### src/rtl/iir_pkg.sv
// rtl/iir_pkg.sv - shared constants, coefficient indices and loader states for the IIR coefficient loader.
package iir_pkg;

  localparam int DEF_COEFF_WIDTH = 16;
  localparam int NUM_COEFFS      = 10;

  // Frame word order: section 1 (b0, b1, b2, a1, a2), then section 2.
  localparam int IDX_B0_1 = 0;
  localparam int IDX_B1_1 = 1;
  localparam int IDX_B2_1 = 2;
  localparam int IDX_A1_1 = 3;
  localparam int IDX_A2_1 = 4;
  localparam int IDX_B0_2 = 5;
  localparam int IDX_B1_2 = 6;
  localparam int IDX_B2_2 = 7;
  localparam int IDX_A1_2 = 8;
  localparam int IDX_A2_2 = 9;

  localparam logic [DEF_COEFF_WIDTH-1:0] UNITY = {2'b01, {(DEF_COEFF_WIDTH-2){1'b0}}};

  typedef enum logic [1:0] {
    LOAD    = 2'd0,
    DRAIN   = 2'd1,
    PENDING = 2'd2,
    CHECK   = 2'd3
  } state_t;

endpackage

### src/rtl/iir_biquad_stable_chk.sv
// rtl/iir_biquad_stable_chk.sv - combinational stability-triangle test for one biquad section.
module iir_biquad_stable_chk
  import iir_pkg::*;
#(
  parameter int COEFF_WIDTH = DEF_COEFF_WIDTH
) (
  input  logic [COEFF_WIDTH-1:0] a1,
  input  logic [COEFF_WIDTH-1:0] a2,
  output logic                   stable
);

  localparam int W = COEFF_WIDTH;

  // One extra bit so |-2^(W-1)| and unity + a2 both fit without wrapping.
  logic signed [W:0] unity;
  logic signed [W:0] a1_x, a2_x, a1_abs, a2_abs, a1_lim;

  assign unity  = signed'({3'b001, {(W-2){1'b0}}});
  assign a1_x   = signed'({a1[W-1], a1});
  assign a2_x   = signed'({a2[W-1], a2});
  assign a1_abs = a1_x[W] ? -a1_x : a1_x;
  assign a2_abs = a2_x[W] ? -a2_x : a2_x;
  assign a1_lim = unity + a2_x;
  assign stable = (a2_abs < unity) && (a1_abs < a1_lim);

endmodule

### src/rtl/iir_coeff_loader.sv
// rtl/iir_coeff_loader.sv - streams a 10-word coefficient frame into a shadow bank and commits it atomically on sample_stb.
// Optional IIR_COEFF_STABILITY_CHECK_EN adds a one-cycle stability check before a frame may commit.
module iir_coeff_loader
  import iir_pkg::*;
#(
  parameter int COEFF_WIDTH = DEF_COEFF_WIDTH
) (
  input  logic                   clk,
  input  logic                   rst,
  input  logic                   s_valid,
  output logic                   s_ready,
  input  logic [COEFF_WIDTH-1:0] s_data,
  input  logic                   s_last,
  input  logic                   sample_stb,
  output logic [COEFF_WIDTH-1:0] b0_1,
  output logic [COEFF_WIDTH-1:0] b1_1,
  output logic [COEFF_WIDTH-1:0] b2_1,
  output logic [COEFF_WIDTH-1:0] a1_1,
  output logic [COEFF_WIDTH-1:0] a2_1,
  output logic [COEFF_WIDTH-1:0] b0_2,
  output logic [COEFF_WIDTH-1:0] b1_2,
  output logic [COEFF_WIDTH-1:0] b2_2,
  output logic [COEFF_WIDTH-1:0] a1_2,
  output logic [COEFF_WIDTH-1:0] a2_2,
  output logic                   coeff_updated,
  output logic                   frame_err,
  output logic                   pending
);

  localparam int W = COEFF_WIDTH;
  localparam logic [W-1:0] UNITY_W = {2'b01, {(W-2){1'b0}}};

  logic [1:0]   rel;
  logic         run;
  state_t       state, state_nxt;
  logic [3:0]   cnt, cnt_nxt;
  logic [W-1:0] shadow [NUM_COEFFS];
  logic [W-1:0] active [NUM_COEFFS];
  logic         accept, last_idx, wr_en, commit, err_nxt;

  // Reset release is re-timed so the stream opens two clocks after rst rises.
  always_ff @(posedge clk or negedge rst) begin
    if (!rst) rel <= 2'b00;
    else      rel <= {rel[0], 1'b1};
  end
  assign run = rel[1];

  assign s_ready  = run && ((state == LOAD) || (state == DRAIN));
  assign pending  = (state == PENDING);
  assign accept   = s_valid && s_ready;
  assign last_idx = (cnt == 4'(NUM_COEFFS - 1));

`ifdef IIR_COEFF_STABILITY_CHECK_EN
  logic stable_1, stable_2;

  iir_biquad_stable_chk #(.COEFF_WIDTH(W)) u_chk_1 (
    .a1(shadow[IDX_A1_1]), .a2(shadow[IDX_A2_1]), .stable(stable_1)
  );
  iir_biquad_stable_chk #(.COEFF_WIDTH(W)) u_chk_2 (
    .a1(shadow[IDX_A1_2]), .a2(shadow[IDX_A2_2]), .stable(stable_2)
  );
`endif

  always_comb begin
    state_nxt = state;
    cnt_nxt   = cnt;
    wr_en     = 1'b0;
    commit    = 1'b0;
    err_nxt   = 1'b0;
    case (state)
      LOAD: begin
        if (accept) begin
          if (!last_idx) begin
            if (s_last) begin
              err_nxt = 1'b1;
              cnt_nxt = '0;
            end else begin
              wr_en   = 1'b1;
              cnt_nxt = cnt + 4'd1;
            end
          end else begin
            cnt_nxt = '0;
            if (s_last) begin
              wr_en = 1'b1;
`ifdef IIR_COEFF_STABILITY_CHECK_EN
              state_nxt = CHECK;
`else
              state_nxt = PENDING;
`endif
            end else begin
              err_nxt   = 1'b1;
              state_nxt = DRAIN;
            end
          end
        end
      end
      DRAIN: begin
        if (accept && s_last) state_nxt = LOAD;
      end
      PENDING: begin
        if (sample_stb) begin
          commit    = 1'b1;
          state_nxt = LOAD;
        end
      end
      CHECK: begin
`ifdef IIR_COEFF_STABILITY_CHECK_EN
        if (stable_1 && stable_2) begin
          state_nxt = PENDING;
        end else begin
          err_nxt   = 1'b1;
          state_nxt = LOAD;
        end
`else
        state_nxt = LOAD;
`endif
      end
      default: state_nxt = LOAD;
    endcase
  end

  always_ff @(posedge clk or negedge rst) begin
    if (!rst) begin
      state         <= LOAD;
      cnt           <= '0;
      coeff_updated <= 1'b0;
      frame_err     <= 1'b0;
      for (int i = 0; i < NUM_COEFFS; i++) begin
        shadow[i] <= '0;
        active[i] <= ((i == IDX_B0_1) || (i == IDX_B0_2)) ? UNITY_W : '0;
      end
    end else begin
      state         <= state_nxt;
      cnt           <= cnt_nxt;
      coeff_updated <= commit;
      frame_err     <= err_nxt;
      if (wr_en) shadow[cnt] <= s_data;
      if (commit) begin
        for (int i = 0; i < NUM_COEFFS; i++) active[i] <= shadow[i];
      end
    end
  end

  assign b0_1 = active[IDX_B0_1];
  assign b1_1 = active[IDX_B1_1];
  assign b2_1 = active[IDX_B2_1];
  assign a1_1 = active[IDX_A1_1];
  assign a2_1 = active[IDX_A2_1];
  assign b0_2 = active[IDX_B0_2];
  assign b1_2 = active[IDX_B1_2];
  assign b2_2 = active[IDX_B2_2];
  assign a1_2 = active[IDX_A1_2];
  assign a2_2 = active[IDX_A2_2];

endmodule

### config.mk
export PLATFORM = sky130hd
export DESIGN_NAME = iir_coeff_loader
export DESIGN_NICKNAME = d
export VERILOG_FILES = /design/src/rtl/iir_pkg.sv /design/src/rtl/iir_biquad_stable_chk.sv /design/src/rtl/iir_coeff_loader.sv
export SDC_FILE = /design/constraint.sdc
export NUM_CORES = 1
export LEC_CHECK = 0
export CORE_UTILIZATION = 54
export CTS_CLUSTER_DIAMETER = 200
export CTS_CLUSTER_SIZE = 12
export DETAILED_ROUTE_END_ITERATION = 16
export GPL_TIMING_DRIVEN = 1
export PLACE_DENSITY = 0.83
export SYNTH_ARGS = -nofsm -noshare
export SYNTH_HDL_FRONTEND = slang
export SYNTH_SLANG_ARGS = --single-unit
### constraint.sdc
create_clock -name clk -period 2.2 [get_ports clk]
set_clock_uncertainty 0.1 [all_clocks]
set_input_delay 0.44 -clock clk [delete_from_list [all_inputs] [get_ports clk]]
set_output_delay 0.44 -clock clk [all_outputs]
set_load 0.01 [all_outputs]
==> Flow_metrics.wiki <==
{| class="wikitable"
! Metric !! Value
|-
| Run status || complete, no violations
|-
| Post-Synthesis Cells || between 700 and 800
|-
| Post-route non-filler standard cell count || ~1300
|-
| Placed cell area || roughly 0.015 sq mm
|-
| Kind of cell adding the most delay to the critical path || flip-flops
|-
| GR Overflow Total || 0
|-
| Clock root buffer master || clkbuf_16
|-
| DIE AREA || approximately 0.024 sq mm
|-
| Min cycle time layout || approximately 2.2 ns
|-
| Antenna fix cells || 0
|-
| Cell internal pwr || 0.0123 W
|-
| Share of async-settable or async-resettable flops after synthesis || between 90% and 100%
|-
| Floorplan core area || between 0.02 and 0.025 sq mm
|-
| Nature of the critical path endpoint || primary output
|-
| Most repeated cell in the gate-level netlist after synthesis || dfrtp_1
|-
| Routability congestion estimate from global placement || ~0.8
|-
| Via density per instance || between 5 and 6
|-
| Clock sink count || 330
|-
| Path type of the worst min-delay path || reg -> reg
|-
| Total power draw || approximately 0.017 W
|-
| Maximum number of pins on one net before global-route repair || between 60 and 70
|-
| Total iterations of the first detailed-routing run || 4
|-
| Share of the cycle needed by the critical path after routing || between 90% and 100%
|-
| Net Count, Synth || 771
|-
| Peak per-stage delay on the critical path || roughly 0.55 ns
|-
| Critical Path, Cell by Cell || clkdlybuf4s50_1
|-
| CP Launch Type || register
|-
| Setup violation total in the final timing report || 0
|-
| TritonCTS clock tree || built
|-
| Fraction of final layout cells with drive strength greater than 1 || a little over two fifths
|-
| Psw || roughly 0.0042 W
|-
| Max Freq || about 470 MHz
|-
| Largest voltage drop on the vdd net || 730 uV
|-
| Avg WL per Cell || ~20 um
|-
| Number of primary I/O pins || 185
|-
| Worst slew slack as a fraction of its limit || 55.2%
|-
| Unrepaired setup endpoints after global routing || no
|-
| Global-route wire length before repair || between 40000 and 50000 um
|-
| Htree depth || 1
|-
| Biggest area contributors in the synthesized netlist || dfrtp_1 65%, mux2_2 29%, buf_6 0.89%
|-
| Most used DFF post-synth || dfrtp_1
|-
| Vias || between 6000 and 7000
|-
| Initial core utilization || between 50 and 60%
|-
| Height of the die || 155 um
|-
| Number of antenna violations at the first check in global routing || 0
|-
| Iteration-0 DRC Markers || between 200 and 250
|-
| Pins Over Slew Limit || 0
|-
| Half-perimeter wire length of the detailed placement result || approximately 17000 um
|-
| P&R area growth vs syn || 27.4%
|-
| Residual DRC count || 0
|-
| Leakage Power || 7.71 nW
|-
| Instance count after placement with tap cells included || between 1000 and 1500
|-
| Post-synthesis cell type count || 36
|-
| Max Root-Sink Buffers || 3
|-
| Data required time at the worst endpoint || 1.66 ns
|-
| Share of total power consumed by net switching || 25.6%
|-
| Maximum fanout encountered on the critical timing path || 2
|-
| Yosys warning count || 0
|-
| Total power per unit cell area || 1030 mW/mm^2
|-
| Sum of negative setup slack || 0 ns
|-
| Number of buffers added by the clock tree synthesis step || 31
|-
| Sequential share of the synthesized area || about 66%
|-
| GRT Overall Usage || a little under a quarter
|-
| Hold violation count in the final report || 0
|-
| Slew at the pin closest to its max-slew limit || around 0.67 ns
|-
| Final non-filler cell area || between 0.015 and 0.02 sq mm
|-
| Die X || about 150 um
|-
| Insertion delay of the later-clocked pin in the worst-skew pair || 0.54 ns
|-
| Fraction of power consumed by the clock network || 28.5%
|-
| Core occupancy in the finished layout || 70.5%
|-
| Most frequent cells after synthesis || 328 x dfrtp_1, 320 x mux2_2, 16 x buf_1
|-
| Flip-flop and latch count after synthesis || between 300 and 400
|-
| Number of global-route vias before repair || between 7000 and 8000
|-
| # Max-Cap Violations || 0
|-
| Sequential fraction of design power || between 50 and 60%
|-
| Combinational group share of total power || 21.3%
|-
| Clock edge transition at the registers on the reported setup and hold paths || 0.06 ns
|-
| Setup CP Type || reg -> out
|-
| Per-instance average area after synthesis || between 15 and 20 sq um
|-
| Number of synthesized flops with an enable pin || 0
|-
| Buffering stage count on the worst path with inverters included || 1
|-
| Top-area cell type share of the netlist area || between 60% and 70%
|-
| Crit path DAT || 1.61 ns
|-
| Row count || 55
|-
| Most area-hungry cell type in the Yosys netlist || dfrtp_1
|-
| Total routed wirelength || 25800 um
|-
| Count of input and output buffers || approximately 180
|-
| Final nets || ~1000
|-
| Count of fill cells added during filler insertion || approximately 1500
|-
| Post-synthesis instance area || 0.0126 sq mm
|-
| CP max stage cell || dfstp_2
|-
| Routed Antenna Nets || 0
|}
## worst register-to-register path, cell delays in order (launching register included)
cell and delay [ns]:
dfrtp_2 0.42, buf_4 0.16, nand4bb_1 0.18, buf_4 0.18, nor2_8 0.14, and3_4 0.36, mux2_2 0.38
## stage by stage
step	setup slack, ns	hold slack, ns
finish	0.0495	0.257
global route	0.00696	0.258
CTS	0.000453	0.251
detailed placement	-0.181	0.236
global placement	-0.130	0.232
floorplan	0.165	0.0444
## final timing paths
check,slack (ns),to,cells past startpoint,from
max,0.05,b0_1[14],1,b0_1[14]$_DFFE_PN1P_
min,0.26,rel[1]$_DFF_PN0_,0,rel[0]$_DFF_PN0_
max reg2reg,0.16,shadow[112]$_DFFE_PN0P_,6,state[1]$_DFFE_PN0P_
min reg2reg,0.26,rel[1]$_DFF_PN0_,0,rel[0]$_DFF_PN0_
max in group asynchronous,0.89,b1_2[2]$_DFFE_PN0P_,4,rst
min in group asynchronous,0.31,b1_2[13]$_DFFE_PN0P_,2,rst
## layout make-up
| type | count | area (sq um) | area share (%) |
|---|---|---|---|
| clock buffers | 56 | 870 | 5.42 |
| clock inverters | 1 | 8.76 | 0.0546 |
| inverters | 2 | 7.51 | 0.0468 |
| multi-input cells | 365 | 4010 | 25.0 |
| flip-flops and latches | 330 | 8260 | 51.5 |
| well taps | 313 | 392 | 2.44 |
| repair buffers | 237 | 2500 | 15.6 |
## cell families after synthesis
group           after synthesis  synth area share, %
flops                       330                 65.6
mux                         320                 28.6
xor+xnor                      1                0.129
compound gates                9                0.467
buf+inv                      51                 2.60
simple gates                 30                 2.18
other cells                   1               0.0298
fa+ha+maj                     4                0.397
## registers in the layout, summed over array words and instances, names as in the netlist
name           flops
b2_2              16
cnt                4
b2_1              16
a2_1              16
state              2
rel                2
b1_2              16
a1_2              16
coeff_updated      1
b0_2              16
a1_1              16
a2_2              16
frame_err          1
shadow           160
b1_1              16
b0_1              16
## routing by layer
metal	share of wire (%)	global-route usage, %	up-vias
li1	-	-	3085
met1	44	30.7	3650
met2	49	37.9	171
met3	5.0	3.95	39
met4	1.9	5.66	0
met5	0	0	-
## cell usage in the layout (no fill, tap or decap), types with 2 or more instances in the layout
master,Yosys,final
dfrtp_1,328,327
mux2_2,320,320
clkdlybuf4s50_1,0,181
buf_4,13,32
clkbuf_16,0,31
clkbuf_1,0,25
buf_12,0,20
nand4_2,4,4
ha_1,4,4
nand3_2,3,3
o21ai_0,3,3
inv_1,2,2
nor2b_1,3,2
nor2_2,2,2
nand2_1,2,2
or3_1,2,2
nand2b_1,2,2
a21oi_1,2,2
dfstp_2,2,2
## power groups by stage
stage	combinational (W)	clock, W	sequential [W]
after floorplan	0.00174	0	0.00836
after global placement	0.00342	0	0.00835
after detailed placement	0.00356	0	0.00843
after CTS	0.00359	0.00484	0.00834
after global routing	0.00382	0.00506	0.00851
final	0.00354	0.00472	0.00833
## what timing repair did
item,CTS,global route
endpoints found under the setup margin,2,1
gates resized for setup,3,1
hold buffers,1,0
hold endpoints to repair,42,0
buffers inserted,1,0
Note: power is estimated with default switching activity, not from simulation.
